`src/rtl/fizzbuzz_sequencer_if.sv`:
```
// Token stream interface of the fizz/buzz sequencer: one token per beat,
// with a valid/ready handshake so the sink can apply backpressure.
interface fizzbuzz_sequencer_if #(
  parameter int CNT_W = 8
);
  logic             out_valid;
  logic             out_ready;
  logic [CNT_W-1:0] out_index;
  logic [1:0]       out_code;

  // The sequencer drives the token and its valid flag.
  modport master (
    output out_valid,
    output out_index,
    output out_code,
    input  out_ready
  );

  // The sink observes the token and drives ready.
  modport slave (
    input  out_valid,
    input  out_index,
    input  out_code,
    output out_ready
  );
endinterface

```
`src/rtl/fizzbuzz_sequencer.sv`:
```
// Run controller for the fizz/buzz classifier. It holds the programmable
// divisors and run length, walks an index from 0 to len-1 on start, and
// emits one classification token per index over a valid/ready stream.
// Divisibility is tracked with residue counters, so no divider is needed.
module fizzbuzz_sequencer #(
  parameter int CNT_W    = 8,
  parameter int DIV_W    = 4,
  parameter int FIZZ_RST = 3,
  parameter int BUZZ_RST = 5,
  parameter int LEN_RST  = 100
) (
  input  logic                  clk,
  input  logic                  resetn,
  input  logic                  cfg_we,
  input  logic [DIV_W-1:0]      cfg_fizz,
  input  logic [DIV_W-1:0]      cfg_buzz,
  input  logic [CNT_W-1:0]      cfg_len,
  input  logic                  start,
  input  logic                  abort,
  input  logic                  pause,
  fizzbuzz_sequencer_if.master  out_if,
  output logic                  busy,
  output logic                  done,
  output logic                  cfg_err
);

  typedef enum logic [1:0] {
    IDLE  = 2'd0,
    RUN   = 2'd1,
    PAUSE = 2'd2
  } state_t;

  state_t           state_q, state_d;
  logic [DIV_W-1:0] fizz_q, fizz_d;
  logic [DIV_W-1:0] buzz_q, buzz_d;
  logic [CNT_W-1:0] len_q, len_d;
  logic [CNT_W-1:0] index_q, index_d;
  logic [DIV_W-1:0] fres_q, fres_d;
  logic [DIV_W-1:0] bres_q, bres_d;
  logic             valid_q, valid_d;
  logic [1:0]       code_q, code_d;
  logic             busy_q, busy_d;
  logic             done_q, done_d;
  logic             cfg_err_q, cfg_err_d;

  logic             cfg_ok;
  logic             xfer;
  logic             last_beat;
  logic [DIV_W-1:0] fres_next;
  logic [DIV_W-1:0] bres_next;

  // Next-state logic: configuration acceptance, run sequencing, the
  // handshake, pause at beat boundaries and abort. All outputs are
  // computed here and registered, so no input reaches an output directly.
  always_comb begin
    state_d   = state_q;
    fizz_d    = fizz_q;
    buzz_d    = buzz_q;
    len_d     = len_q;
    index_d   = index_q;
    fres_d    = fres_q;
    bres_d    = bres_q;
    valid_d   = valid_q;
    code_d    = code_q;
    busy_d    = busy_q;
    done_d    = 1'b0;
    cfg_err_d = 1'b0;

    cfg_ok    = (cfg_fizz != '0) && (cfg_buzz != '0) && (cfg_len != '0);
    xfer      = valid_q && out_if.out_ready;
    last_beat = (index_q == (len_q - CNT_W'(1)));
    fres_next = (fres_q == (fizz_q - DIV_W'(1))) ? '0 : (fres_q + DIV_W'(1));
    bres_next = (bres_q == (buzz_q - DIV_W'(1))) ? '0 : (bres_q + DIV_W'(1));

    if (cfg_we) begin
      if ((state_q == IDLE) && cfg_ok) begin
        fizz_d = cfg_fizz;
        buzz_d = cfg_buzz;
        len_d  = cfg_len;
      end else begin
        cfg_err_d = 1'b1;
      end
    end

    case (state_q)
      IDLE: begin
        if (start && !abort) begin
          state_d = RUN;
          index_d = '0;
          fres_d  = '0;
          bres_d  = '0;
          code_d  = 2'b11;
          valid_d = 1'b1;
          busy_d  = 1'b1;
        end
      end

      RUN: begin
        if (abort) begin
          state_d = IDLE;
          valid_d = 1'b0;
          busy_d  = 1'b0;
        end else if (xfer) begin
          if (last_beat) begin
            state_d = IDLE;
            valid_d = 1'b0;
            busy_d  = 1'b0;
            done_d  = 1'b1;
          end else begin
            index_d = index_q + CNT_W'(1);
            fres_d  = fres_next;
            bres_d  = bres_next;
            code_d  = {(bres_next == '0), (fres_next == '0)};
            if (pause) begin
              state_d = PAUSE;
              valid_d = 1'b0;
            end
          end
        end
      end

      PAUSE: begin
        if (abort) begin
          state_d = IDLE;
          valid_d = 1'b0;
          busy_d  = 1'b0;
        end else if (!pause) begin
          state_d = RUN;
          valid_d = 1'b1;
        end
      end

      default: begin
        state_d = IDLE;
        valid_d = 1'b0;
        busy_d  = 1'b0;
      end
    endcase
  end

  // State, configuration and output registers with asynchronous reset.
  always_ff @(posedge clk or negedge resetn) begin
    if (!resetn) begin
      state_q   <= IDLE;
      fizz_q    <= DIV_W'(FIZZ_RST);
      buzz_q    <= DIV_W'(BUZZ_RST);
      len_q     <= CNT_W'(LEN_RST);
      index_q   <= '0;
      fres_q    <= '0;
      bres_q    <= '0;
      valid_q   <= 1'b0;
      code_q    <= 2'b00;
      busy_q    <= 1'b0;
      done_q    <= 1'b0;
      cfg_err_q <= 1'b0;
    end else begin
      state_q   <= state_d;
      fizz_q    <= fizz_d;
      buzz_q    <= buzz_d;
      len_q     <= len_d;
      index_q   <= index_d;
      fres_q    <= fres_d;
      bres_q    <= bres_d;
      valid_q   <= valid_d;
      code_q    <= code_d;
      busy_q    <= busy_d;
      done_q    <= done_d;
      cfg_err_q <= cfg_err_d;
    end
  end

  assign out_if.out_valid = valid_q;
  assign out_if.out_index = index_q;
  assign out_if.out_code  = code_q;
  assign busy             = busy_q;
  assign done             = done_q;
  assign cfg_err          = cfg_err_q;

endmodule

```
`src/flat_wrapper.sv`:
```
// flat-port wrapper written by rule: the top's interface ports become plain ports
module fizzbuzz_sequencer_flat 
#(
  parameter int CNT_W    = 8,
  parameter int DIV_W    = 4,
  parameter int FIZZ_RST = 3,
  parameter int BUZZ_RST = 5,
  parameter int LEN_RST  = 100
)
  (clk, resetn, cfg_we, cfg_fizz, cfg_buzz, cfg_len, start, abort, pause, busy, done, cfg_err, out_if_out_valid, out_if_out_index, out_if_out_code, out_if_out_ready);
  fizzbuzz_sequencer_if #(.CNT_W(CNT_W)) out_if_i ();
  input  logic clk;
  input  logic resetn;
  input  logic cfg_we;
  input  logic [DIV_W-1:0] cfg_fizz;
  input  logic [DIV_W-1:0] cfg_buzz;
  input  logic [CNT_W-1:0] cfg_len;
  input  logic start;
  input  logic abort;
  input  logic pause;
  output logic busy;
  output logic done;
  output logic cfg_err;
  output wire logic [$bits(out_if_i.out_valid)-1:0] out_if_out_valid;
  output wire logic [$bits(out_if_i.out_index)-1:0] out_if_out_index;
  output wire logic [$bits(out_if_i.out_code)-1:0] out_if_out_code;
  input wire logic [$bits(out_if_i.out_ready)-1:0] out_if_out_ready;
  assign out_if_out_valid = out_if_i.out_valid;
  assign out_if_out_index = out_if_i.out_index;
  assign out_if_out_code = out_if_i.out_code;
  assign out_if_i.out_ready = out_if_out_ready;
  fizzbuzz_sequencer #(.CNT_W(CNT_W), .DIV_W(DIV_W), .FIZZ_RST(FIZZ_RST), .BUZZ_RST(BUZZ_RST), .LEN_RST(LEN_RST)) u_core (.clk(clk), .resetn(resetn), .cfg_we(cfg_we), .cfg_fizz(cfg_fizz), .cfg_buzz(cfg_buzz), .cfg_len(cfg_len), .start(start), .abort(abort), .pause(pause), .out_if(out_if_i), .busy(busy), .done(done), .cfg_err(cfg_err));
endmodule
```
`config.mk`:
```
export PLATFORM = sky130hd
export DESIGN_NAME = fizzbuzz_sequencer_flat
export DESIGN_NICKNAME = d
export VERILOG_FILES = /design/src/rtl/fizzbuzz_sequencer_if.sv /design/src/rtl/fizzbuzz_sequencer.sv /design/src/flat_wrapper.sv
export SDC_FILE = /design/constraint.sdc
export NUM_CORES = 1
export LEC_CHECK = 0
export ABC_AREA = 1
export BUFFER_PORTS_ARGS = -buffer_cell sky130_fd_sc_hd__buf_2
export CAP_MARGIN = 10
export CORE_AREA = 2 2 71 73
export DETAILED_ROUTE_END_ITERATION = 6
export DIE_AREA = 0 0 73 75
export GPL_ROUTABILITY_DRIVEN = 0
export PLACE_DENSITY = 0.88
export RECOVER_POWER = 25
export REMOVE_ABC_BUFFERS = 1
export SYNTH_ARGS = -nofsm -noshare
export SYNTH_HDL_FRONTEND = slang
export SYNTH_SLANG_ARGS = --single-unit
```
`constraint.sdc`:
```
create_clock -name clk -period 2.4 [get_ports clk]
set_input_delay 0.12 -clock clk [delete_from_list [all_inputs] [get_ports clk]]
set_output_delay 0.12 -clock clk [all_outputs]
set_load 0.005 [all_outputs]
```
## Word level (Yosys, flattened, before mapping)

Cells that the tools add are included.

- Reductions and logical operators: 17
- Eq/ne operators: 14
- Add/subtract/negate cells: 6
- Multiplexer cells: 48

Operator list:

| kind | count |
|---|---|
| $mux W4 | 9 |
| $mux W8 | 4 |
| $mux W2 | 11 |
| $mux W1 | 17 |
| $pmux W4 S2 | 2 |
| $pmux W8 S2 | 1 |
| $add A4 B1 Y4 const B | 2 |
| $add A8 B1 Y8 const B | 1 |
| $eq A4 B4 Y1 | 2 |
| $eq A8 B8 Y1 | 1 |
| $logic_not A4 Y1 | 2 |
| $ne A2 B2 Y1 const B | 4 |
| $reduce_and A4 Y1 | 2 |
| $reduce_bool A4 Y1 | 2 |
| $reduce_bool A8 Y1 | 1 |
| $sub A4 B1 Y4 const B | 2 |
| $sub A8 B1 Y8 const B | 1 |
| $ne A3 B2 Y1 const B | 2 |
| $pmux W1 S3 | 2 |
| $pmux W2 S3 | 1 |
| $logic_and A1 B1 Y1 | 5 |
| $reduce_and A5 Y1 | 1 |
| $ne A4 B3 Y1 const B | 1 |
| $pmux W2 S2 | 1 |
| 8 further kinds | 8 |

- Input port bits: 23
- Output and inout port bits: 14
- Word-level logic and storage cells: 97
- Register bits after elaboration: 40

## Longest topological paths before layout

Gate-level depths: netlist (run 1).

- Depth in word-level cells: 8
- Gate-level depth with buffers: 16
- Mapped depth without buffers: 15

## Worst setup path after synthesis (run 1)

Ideal clock, no wire load.

- Path type: register -> register
- Start: reg u_core.len_q[0]
- End: reg u_core.bres_q[0]
- Setup slack: 623 ps
- Setup time: 115 ps
- Stages on the path, launching flop included: 15
- Clock period less this slack: 1777 ps
- Data required time: 2285 ps
- Path buffers: 1
- Arrival: 1661 ps
- Cells stage by stage: dfrtp_1 -> inv_2 -> ha_1 -> nand2_2 -> nor2_2 -> nand3_1 -> nand3_1 -> nand2_1 -> nor2_2 -> nand2_2 -> nand3_2 -> nand2_4 -> buf_8 -> nand3_2 -> nand2_2

- Longest elaborated chain between the ends: 4

RTL lines:

| item | line | source |
|---|---|---|
| from (decl) | fizzbuzz_sequencer.sv:36 | `logic [CNT_W-1:0] len_q, len_d;` |
| from (signal assigned) | fizzbuzz_sequencer.sv:147 | `len_q <= CNT_W'(LEN_RST);` |
| from (signal assigned) | fizzbuzz_sequencer.sv:160 | `len_q <= len_d;` |
| $sub A8 B1 Y8 | fizzbuzz_sequencer.sv:71 | `last_beat = (index_q == (len_q - CNT_W'(1)));` |
| $eq A8 B8 Y1 | fizzbuzz_sequencer.sv:71 |  |
| $ne A2 B2 Y1 (no source line) | n/a |  |
| $reduce_and A5 Y1 (no source line) | n/a |  |
| to (signal assigned) | fizzbuzz_sequencer.sv:163 | `bres_q <= bres_d;` |
| to (decl) | fizzbuzz_sequencer.sv:39 | `logic [DIV_W-1:0] bres_q, bres_d;` |

Every way passes these cells.
A chain may end at the register's enable or synchronous reset.

## Worst setup path in the final report (run 1)

- Start: reg u_core.len_q[0]
- End: reg u_core.code_q[0], in the netlist u_core.out_if.out_code[0]

- Longest elaborated chain between the ends: 4

RTL lines:

| item | line | source |
|---|---|---|
| $sub A8 B1 Y8 | fizzbuzz_sequencer.sv:71 |  |
| $eq A8 B8 Y1 | fizzbuzz_sequencer.sv:71 |  |
| $ne A2 B2 Y1 (no source line) | n/a |  |
| $reduce_and A5 Y1 (no source line) | n/a |  |
| to (signal assigned) | fizzbuzz_sequencer.sv:165 | `code_q <= code_d;` |
| to (decl) | fizzbuzz_sequencer.sv:41 | `logic [1:0] code_q, code_d;` |

Every way passes these cells.

==> results.md, run 1 <==
* Initial Util at 0.562
* Placed wire-length estimate at 4040 um
* Seq cells post-synth at 40
* Max Clk Rate at between 0.5 and 0.6 GHz
* Max cap viols at 0
* Die height at around 75 um
* Setup total negative slack at 0 ns
* Final Slew Violations at 0
* Die Span X at 73 um
* Min-Delay Endpoint: u_core.buzz_q[2]
* Register cell area after layout at about 1000 um^2
* Slowest-stage cell, CP: dfrtp_1
* Most area-consuming cells after synthesis: dfrtp_1 32%, nand2_1 13%, dfstp_2 7.0%
* Largest net degree at the start of global routing at 41
* Top delay family on crit path: simple AND/OR/NAND/NOR gates
* # rows at 25
* Fin area at approximately 2900 um^2
* Antenna diode count at 0
* Post-synthesis xor/xnor area fraction at 0.0669
* Mux cell area share after synthesis at 0
* Initial antenna violation count at 0
* Worst R2R Start: u_core.len_q[0]
* GRT Total Usage at 0.228
* Area of the multi-input gates at 1390 um^2
* Synthesized area at 2620 um^2
* DRC Markers at 0
* Cell variety after synth at 30
* CORE AREA at roughly 4700 um^2
* Clock sink count at 40
* CP Data Required Time at between 2 and 3 ns
* HP Class: in2reg
* Slew @ Worst Pin at 0.995 ns
* First-pass GRT wire length at 9640 um
* Number of global-route vias before repair at roughly 2200
* Outcome: complete, no violations
* Worst r2r path cells at 13
* Critical path class: reg2reg
* Root buffer cell: clkbuf_8
* Filler cells at ~400
* Synth area leader: dfrtp_1
* Cell chain of the critical path: inv_2, ha_1, nand2_2, nor2_2, nand2_1, nand2_1, nand3_1, nand2_1, nor2_2, nand3_2, nand4_4, nand2_1, nand2_2
* Final setup violation count at 0
* Worst setup SP type: flip-flop
* CP Capture Type: flip-flop
* Nets at roughly 420
* Worst path most repeated cell: nand2_1
* Clock-pin slew on the worst setup and hold paths at about 0.09 ns
* DR WL/cell at about 12 um
* Initial DRC count at about 150
* Period Utilization, post-route at 0.818
* I/O pins at 37
* Placed cell area at roughly 2800 um^2
* CTS tree: yes
* Sequential share of the synthesized area at 0.386
* Avg Cell Area, Syn at about 7.5 um^2
* Setup Buffers After CTS at 0
* Synth Area in Adders at 0.0287
* Pwr dens at 1150 nW/um^2
* Commonest cells after routing, fill and taps aside: 90 x nand2_1, 42 x inv_1, 37 x nor2_1
* Max FO, Critical Path at 18
* Final Hold Vio Count at 0
* Synth top area share at 0.315
* Compound-Gate Fraction of Synth Area at 0.0607
* Clock skew at 0.00934 ns
* Reg2Reg Capture Point: u_core.out_if.out_code[0]
* Critical Path Max Stage Delay at about 0.4 ns
* Reg2reg setup slack at 0.44 ns
* I/O Buffers at 36
* Worst EP arrival at 2.17 ns
* Num CTS Buffers at 5
* Clock Latency Late Sink at slightly above 0.3 ns
* Largest family of logic cells by synthesized area: simple AND/OR/NAND/NOR gates
* RSZ-0062 raised after global routing: false
* Commonest non-fill, non-tap cell in the layout: nand2_1
* Clock Path Buffers at 2
* # H-tree levels at 2
* Post-route ant nets at 0
* Min-Delay Path Depth at 3
* Synth Area in Simple Gates at 0.375
* Leak Pwr at around 1.5 nW
* Share of post-route cells with drive strength above 1 at 0.224
* Hold Startpoint: cfg_buzz[2]
* Critical path buffer and inverter count at 1
* Gr ovfl total at 0
* TritonRoute pass-1 iters at 4
* Total power at around 0.0034 W
* Relative slew slack at 0.337
* Die area at 5480 um^2
* Final Critical Period at just under 2 ns
* Vias at between 2000 and 2500
* Worst vdd ir at approximately 0.0007 V
* Warnings from Yosys at 0
* Area delta synth->final at 12.0%
* Vias per std cell at about 5.2
* Synth Instances at 349
* Final WL at 5540 um
-- registers in the layout, summed over array words and instances (netlist names) --
name	flops
u_core.bres_q	4
u_core.busy	1
u_core.buzz_q	4
u_core.cfg_err	1
u_core.done	1
u_core.fizz_q	4
u_core.fres_q	4
u_core.len_q	8
u_core.out_if.out_code	2
u_core.out_if.out_index	8
u_core.out_if.out_valid	1
u_core.state_q	2
-- through the flow --
step | instances | hold WS [ns] | util | setup slack [ns]
after floorplan | 342 | -0.176 | - | 0.545
after global placement | 434 | 0.280 | 0.608 | 0.486
after detailed placement | 434 | 0.293 | 0.608 | 0.443
after CTS | 443 | 0.0350 | 0.631 | 0.434
after global routing | 443 | 0.0479 | 0.629 | 0.251
final | 443 | 0.0484 | 0.629 | 0.436
-- layout make-up --
cell class / count / area share
inverters: 45 / 0.0576
repair buffers: 39 / 0.0674
well taps: 54 / 0.0230
flip-flops and latches: 40 / 0.344
multi-input cells: 257 / 0.474
clock inverters: 2 / 0.00512
clock buffers: 6 / 0.0282
-- how the worst max path moves through the flow --
stage	startpoint	endpoint	slack [ns]	cells after the start
CTS	u_core.len_q[1]	u_core.out_if.out_index[5]	0.43	15
global route	u_core.len_q[0]	u_core.out_if.out_index[6]	0.25	14
global placement	u_core.len_q[1]	u_core.fres_q[3]	0.49	15
floorplan	u_core.state_q[1]	u_core.buzz_q[2]	0.55	5
detailed placement	u_core.len_q[1]	u_core.out_if.out_index[6]	0.44	15
finish	u_core.len_q[0]	u_core.out_if.out_code[0]	0.44	13
-- metal layers --
| metal | global-route usage | vias to the layer above | part of all wire |
|---|---|---|---|
| met1 | 0.271 | 1070 | 0.44 |
| met4 | 0.0905 | 0 | 0.022 |
| met5 | 0 | - | 0 |
| li1 | - | 1181 | - |
| met3 | 0.0442 | 8 | 0.036 |
| met2 | 0.406 | 48 | 0.50 |
-- cells in the mapped netlist (all sizes together) --
master  count
nand3      37
a31o        1
nand4       2
xor2       13
o21ai      13
xnor2       7
a21oi      14
buf         3
ha          6
o211ai      1
nand2     105
nor3        4
inv        45
dfstp       7
clkbuf      4
nor3b       2
nor2       44
nand3b      1
a21boi      1
dfrtp      33
nor4        6
-- logic make-up (layout without fill, tap and decap cells) --
group           count (synthesis)  count (layout)
simple gates                  201             201
buf+inv                        52              92
flops                          40              40
compound gates                 30              30
xor+xnor                       20              20
fa+ha+maj                       6               6
-- report_power, final --
| part | internal (W) | total (W) | switching, W |
|---|---|---|---|
| Combinational | 0.000610 | 0.00170 | 0.00109 |
| Clock | 0.000233 | 0.000494 | 0.000261 |
| Sequential | 0.000954 | 0.00118 | 0.000225 |
-- worst min-delay path, delay by kind of cell --
kind / cells / cell delay [ns]
buf+inv: 2 / 0.15
compound gates: 1 / 0.08
-- repair_timing --
action,CTS,global route
hold endpoints to repair,33,0
hold buffers,1,0
resized for setup,0,0
No activity file was read; power rests on OpenSTA's default activity.
==> run 2: changes to the inputs <==
--- a/config.mk
+++ b/config.mk
@@ -5,14 +5,14 @@
 export SDC_FILE = /design/constraint.sdc
 export NUM_CORES = 1
 export LEC_CHECK = 0
-export ABC_AREA = 1
+export ABC_AREA = 0
 export BUFFER_PORTS_ARGS = -buffer_cell sky130_fd_sc_hd__buf_2
 export CAP_MARGIN = 10
 export CORE_AREA = 2 2 71 73
 export DETAILED_ROUTE_END_ITERATION = 6
 export DIE_AREA = 0 0 73 75
 export GPL_ROUTABILITY_DRIVEN = 0
-export PLACE_DENSITY = 0.88
+export PLACE_DENSITY = 0.85
 export RECOVER_POWER = 25
 export REMOVE_ABC_BUFFERS = 1
 export SYNTH_ARGS = -nofsm -noshare
==> constraint.sdc (replaced) <==
create_clock -name clk -period 1.8 [get_ports clk]
set_input_delay 0.09 -clock clk [delete_from_list [all_inputs] [get_ports clk]]
set_output_delay 0.09 -clock clk [all_outputs]
set_load 0.005 [all_outputs]
==> run 2 against run 1 <==
Net effect:
- combinational power rose by 77%
- non-clock buffer count up 46
- the flow now finishes with violations (setup timing)
- cell count is 16% lower
==> results.md, run 2 <==
* Outcome: finished with violations
* Failing checks: setup timing
* Worst R2R Start: u_core.len_q[0]
* Power share of the combinational group at 0.573
* Total power at about 0.0052 W
* Commonest non-fill, non-tap cell in the layout: buf_4
* Max Clk Rate at about 0.38 GHz
* RSZ-0062 raised after global routing: true
* Die Span X at 73 um
* Crit path launch: u_core.len_q[0]
* TritonRoute pass-1 iters at 5
* Main flop type after synthesis: dfrtp_1
* Number of global-route vias before repair at 1973
* Top delay family on crit path: compound AO/OA/AOI/OAI gates
* Synth top area share at 0.352
* Initial DRC count at about 110
* Clock sink count at 40
* Final Slew Violations at 0
* Period Utilization, post-route at 1.46
* Reg2Reg Capture Point: u_core.out_if.out_index[3]
* Num CTS Buffers at 5
* Die height at between 70 and 80 um
* Critical path buffer and inverter count at 3
* Post-route ant nets at 0
* Critical Path Max Stage Delay at 0.42 ns
* Min-Delay Path Depth at 2
* Slew @ Worst Pin at 0.995 ns
* Synth Instances at around 230
* Synth Area in Adders at 0.0320
* Die area at 5480 um^2
* Clock Path Buffers at 2
* Worst vdd ir at between 0.0006 and 0.0007 V
* Share of power burned in registers at 0.307
* Root buffer cell: clkbuf_8
* Count leader, synth: dfrtp_1
* Area delta synth->final at 39.8%
* Sw Share at 0.410
* CTS tree: yes
* I/O Buffers at 36
* Synth area leader: dfrtp_1
* Pwr dens at ~1600 nW/um^2
* Share of post-route cells with drive strength above 1 at 0.465
* Clock Latency Late Sink at roughly 0.30 ns
* Synthesized area at ~2300 um^2
* Most area-consuming cells after synthesis: dfrtp_1 35%, dfstp_2 7.8%, mux2_2 7.7%
* Max cap viols at 0
* Clock-pin slew on the worst setup and hold paths at 0.08 ns
* Nets at approximately 350
* Largest net degree at the start of global routing at 41
* DRC Markers at 0
* Initial Util at 0.504
* Filler cells at roughly 320
* Initial antenna violation count at 0
* Final WL at around 6600 um
* Placed wire-length estimate at between 4000 and 5000 um
* Relative slew slack at 0.337
* PnR worst setup slack at -0.825 ns
* Largest family of logic cells by synthesized area: simple AND/OR/NAND/NOR gates
* Final Critical Period at between 2 and 3 ns
* Commonest cells after routing, fill and taps aside: 41 x buf_4, 36 x buf_2, 33 x dfrtp_1
* Hold Startpoint: cfg_len[4]
* HP Class: in2reg
* # H-tree levels at 2
* Clock skew at approximately 0.010 ns
* Max FO, Critical Path at 6
* Gr ovfl total at 0
* Post-synthesis xor/xnor area fraction at 0.0820
* Compound-Gate Fraction of Synth Area at 0.154
* Final Hold Vio Count at 0
* Antenna diode count at 0
* Final setup violation count at 23
* Sequential share of the synthesized area at 0.430
* Synth Area in Simple Gates at 0.166
* Clock power frac at 0.120
* Leak Pwr at 1.48 nW
* GRT Total Usage at 0.214
* Post-synth EDFFs at 0
* Cell chain of the critical path: inv_1, ha_2, or3b_4, o31a_1, o2111ai_2, a311oi_4, buf_4, o21bai_4, buf_12, mux2i_2, nand2_1
* Critical path class: reg2reg
* Min-Delay Endpoint: u_core.len_q[4]
* Reg2reg setup slack at -0.83 ns
* Slowest-stage cell, CP: or3b_4
* NetSw at 0.00215 W
* CP Data Required Time at slightly below 2 ns
* Setup total negative slack at -16.54 ns
* Synth top cells by count: 33 x dfrtp_1, 17 x inv_1, 16 x mux2_2, 13 x nand2_1
* Post-layout util at 0.704
* Vias at 2180
* Worst r2r path cells at 11
* Worst setup SP type: flip-flop
* Post-synth ARST share at 1.00
* Power Internal at between 0.003 and 0.004 W
* Vias per std cell at ~5.9
* First-pass GRT wire length at a little under 9000 um
* Seq cells post-synth at 40
* Warnings from Yosys at 0
* CP Capture Type: flip-flop
* Worst EP arrival at approximately 2.8 ns
* Cell variety after synth at 47
* Avg Cell Area, Syn at 10.1 um^2
* CORE AREA at approximately 4700 um^2
* I/O pins at 37
* # rows at 25
* Mux cell area share after synthesis at 0.0980
* DR WL/cell at 17.7 um
-- run 2: metal layers --
metal,routed length [um],GRT usage,up-vias
li1,-,-,1021
met1,2640,0.254,1069
met2,3510,0.389,69
met3,238,0.0455,21
met4,187,0.0597,0
met5,0,0,-
-- run 2: power groups by stage --
stage | Sequential [W] | Clock (W) | Combinational (W)
2_1_floorplan | 0.00165 | 0 | 0.00138
3_3_place_gp | 0.00156 | 0 | 0.00233
3_5_place_dp | 0.00159 | 0 | 0.00245
4_1_cts | 0.00157 | 0.000632 | 0.00249
5_1_grt | 0.00165 | 0.000669 | 0.00324
6_report | 0.00161 | 0.000630 | 0.00301
-- run 2: cell families after synthesis --
family                   count (synthesis)
AO/OA/AOI/OAI                           47
XOR/XNOR                                22
adder cells (fa/ha/maj)                  6
buffers and inverters                   24
flip-flops                              40
multiplexers                            21
AND/OR/NAND/NOR                         72
-- run 2: final cells by class --
type | count | area, um^2 | share of cell area
clock buffers | 8 | 90.1 | 0.0274
inverters | 17 | 63.8 | 0.0194
multi-input cells | 168 | 1450 | 0.440
flip-flops and latches | 40 | 1010 | 0.308
well taps | 54 | 67.6 | 0.0206
repair buffers | 85 | 607 | 0.185
-- run 2: repair_timing --
| action | 4_1_cts | 5_1_grt |
|---|---|---|
| hold buffers | 1 | 0 |
| pin swaps | 2 | 12 |
| setup buffers | 1 | 4 |
| endpoints found under the hold margin | 33 | 0 |
| setup endpoints to repair | 23 | 23 |
| resized for setup | 2 | 42 |
| gates cloned | 0 | 3 |
-- run 2: worst reg2reg max path, stage by stage, from the launching register on --
cell and delay, ns:
dfrtp_1 0.39, inv_1 0.07, ha_2 0.19, or3b_4 0.42, o31a_1 0.27, o2111ai_2 0.21, a311oi_4 0.08, buf_4 0.17
o21bai_4 0.25, buf_12 0.18, mux2i_2 0.22, nand2_1 0.08
-- run 2: per-stage QoR --
step	hold slack (ns)	cells	cell area [um^2]	setup slack [ns]
5_1_grt	0.0391	372	3280	-0.881
6_report	0.0310	372	3280	-0.825
3_5_place_dp	0.179	356	2890	-0.815
2_1_floorplan	-0.206	225	2320	-0.810
4_1_cts	0.0332	366	3000	-0.749
3_3_place_gp	0.177	356	2890	-0.688
-- run 2: worst max-delay path by stage --
| stage | cells after the start | end |
|---|---|---|
| 6_report | 11 | u_core.out_if.out_index[3] |
| 5_1_grt | 11 | u_core.bres_q[3] |
| 4_1_cts | 9 | u_core.out_if.out_index[7] |
| 3_5_place_dp | 9 | u_core.out_if.out_index[7] |
| 3_3_place_gp | 9 | u_core.out_if.out_index[7] |
| 2_1_floorplan | 9 | u_core.bres_q[2] |
==> run 3: changes to the inputs <==
--- a/config.mk
+++ b/config.mk
@@ -18,3 +18,4 @@
 export SYNTH_ARGS = -nofsm -noshare
 export SYNTH_HDL_FRONTEND = slang
 export SYNTH_SLANG_ARGS = --single-unit
+export TNS_END_PERCENT = 20
==> run 3 against run 2 <==
Net effect:
- the run still ends with setup timing left
- largest cell class unchanged
- sequential share of layout area increased by 0.87 points
- largest power group unchanged
- sequential cell count did not move
- critical endpoint is now u_core.out_if.out_index[7]
- fmax is 1.0% higher
- cell count decreased by 0.54%
- register-to-register slack improved by 0.03 ns
- sequential power hardly changed
- hold slack better by 0.0053 ns
- critical path depth is 2 lower
==> results.md, run 3 (synthesized netlist as in run 2, its figures left out) <==
* TritonRoute pass-1 iters at 4
* Number of global-route vias before repair at around 2000
* Vias per std cell at 5.75
* GRT met1 Usage at 0.254
* Nets at roughly 340
* Setup total negative slack at -15.78 ns
* Slowest-stage cell, CP: or4_4
* Largest net degree at the start of global routing at 41
* Max FO, Critical Path at 3
* Slew @ Worst Pin at between 0.9 and 1 ns
* Vias at approximately 2100
* Initial antenna violation count at 0
* I/O pins at 37
* Met2 Use GR at 0.389
* Outcome: finished with violations
* Relative slew slack at 0.340
* Max cap viols at 0
* Total power at between 0.005 and 0.006 W
* DRC Markers at 0
* DR WL/cell at approximately 16 um
* Min-Delay Path Depth at 2
* # H-tree levels at 2
* Minimum hold slack at 0.0363 ns
* Share of post-route cells with drive strength above 1 at 0.427
* Final cell count without fillers at between 300 and 400
* First-pass GRT wire length at 8910 um
* Cell chain of the critical path: inv_1, ha_2, or3b_4, o31a_1, o2111ai_2, a311oi_4, or2_4, or4_4, a21oi_2
* Area delta synth->final at 36.0%
* Period Utilization, post-route at 1.44
* Root buffer cell: clkbuf_8
* # rows at 25
* M3 GR Usage at 0.0455
* Leak Pwr at ~1.4 nW
* Placed cell area at roughly 2900 um^2
* Gr ovfl total at 0
* Critical path class: reg2reg
* Clock Path Buffers at 2
* Most used routing layer: met2
* Commonest non-fill, non-tap cell in the layout: buf_4
* Placed Cells at roughly 360
* Final Slew Violations at 0
* Initial Util at 0.504
* Pwr dens at 1580 nW/um^2
* CP Data Required Time at 2.04 ns
* Placed wire-length estimate at a little over 4000 um
* Die Span X at between 70 and 80 um
* Fin area at around 3200 um^2
* Initial DRC count at 78
* Clock sink count at 40
* CORE AREA at ~4700 um^2
* Die height at 75 um
* Final setup violation count at 23
* HP Class: in2reg
* PnR worst setup slack at -0.798 ns
* Critical Path Max Stage Delay at slightly above 0.5 ns
* Failing checks: setup timing
* Commonest cells after routing, fill and taps aside: 40 x buf_4, 36 x buf_2, 33 x dfrtp_1
* Final WL at between 5000 and 6000 um
* Worst r2r path cells at 9
* Die area at 5480 um^2
* Worst setup SP type: flip-flop
* Clock Latency Late Sink at roughly 0.30 ns
* Final Hold Vio Count at 0
* Clock-pin slew on the worst setup and hold paths at about 0.080 ns
* CP Capture Type: flip-flop
* GRT Total Usage at 0.214
* Post-route ant nets at 0
* Worst vdd ir at between 0.0006 and 0.0007 V
* Max Clk Rate at a little under 0.4 GHz
* Num CTS Buffers at 5
* Worst EP arrival at 2.83 ns
* Clock skew at 0.0124 ns
* I/O Buffers at 36
* Antenna diode count at 0
* CTS tree: yes
* Final Critical Period at between 2 and 3 ns
* RSZ-0062 raised after global routing: true
-- run 3: changes by cell type in the layout (fill, tap and decap cells not counted), sizes merged --
cell,change
buf,-2
-- run 3: final timing paths --
path | from | endpoint | slack (ns)
worst max-delay path | u_core.len_q[0] | u_core.out_if.out_index[7] | -0.80
min in group asynchronous | resetn | u_core.fres_q[3] | 0.56
worst min register to register | u_core.busy | u_core.busy | 0.50
worst min-delay path | cfg_len[4] | u_core.len_q[4] | 0.04
worst max register to register | u_core.len_q[0] | u_core.out_if.out_index[7] | -0.80
max in group asynchronous | resetn | u_core.state_q[1] | 0.62
-- run 3: layout make-up --
| class | count | area, um^2 |
|---|---|---|
| multi-input cells | 168 | 1370 |
| inverters | 17 | 63.8 |
| well taps | 54 | 67.6 |
| fillers | 338 | 1470 |
| repair buffers | 83 | 588 |
| clock buffers | 8 | 90.1 |
| flip-flops and latches | 40 | 1010 |
-- run 3: through the flow --
stage | setup WS [ns] | utilization
2_1_floorplan | -0.810 | -
3_3_place_gp | -0.688 | 0.620
3_5_place_dp | -0.815 | 0.620
4_1_cts | -0.749 | 0.645
5_1_grt | -0.869 | 0.685
6_report | -0.798 | 0.685
-- run 3: what timing repair did --
item / 4_1_cts / 5_1_grt
buffers inserted: 1 / 3
cloned: 0 / 2
endpoints found under the hold margin: 33 / 0
hold buffers: 1 / 0
pin swaps: 2 / 10
setup endpoints to repair: 23 / 23
resized for setup: 2 / 25
-- run 3: where the power goes --
group / internal (W) / switching [W] / total [W]
logic: 0.00142 / 0.00139 / 0.00281
registers: 0.00129 / 0.000301 / 0.00159
clock network: 0.000313 / 0.000311 / 0.000624
total: 0.00303 / 0.00200 / 0.00503
-- run 3: critical path, delay by kind of cell (launching register included) --
kind | cells | cell delay (ns)
adders and majority gates | 1 | 0.18
DFF | 1 | 0.39
buffers and inverters | 1 | 0.07
AOI/OAI and AO/OA | 4 | 0.69
and+or+nand+nor | 3 | 1.21
-- run 3: per-layer routing --
layer / part of all wire / vias to the layer above / wire length (um)
li1: - / 1019 / -
met3: 0.033 / 11 / 196
met2: 0.54 / 55 / 3210
met4: 0.016 / 0 / 98
met1: 0.42 / 1044 / 2490
met5: 0 / - / 0
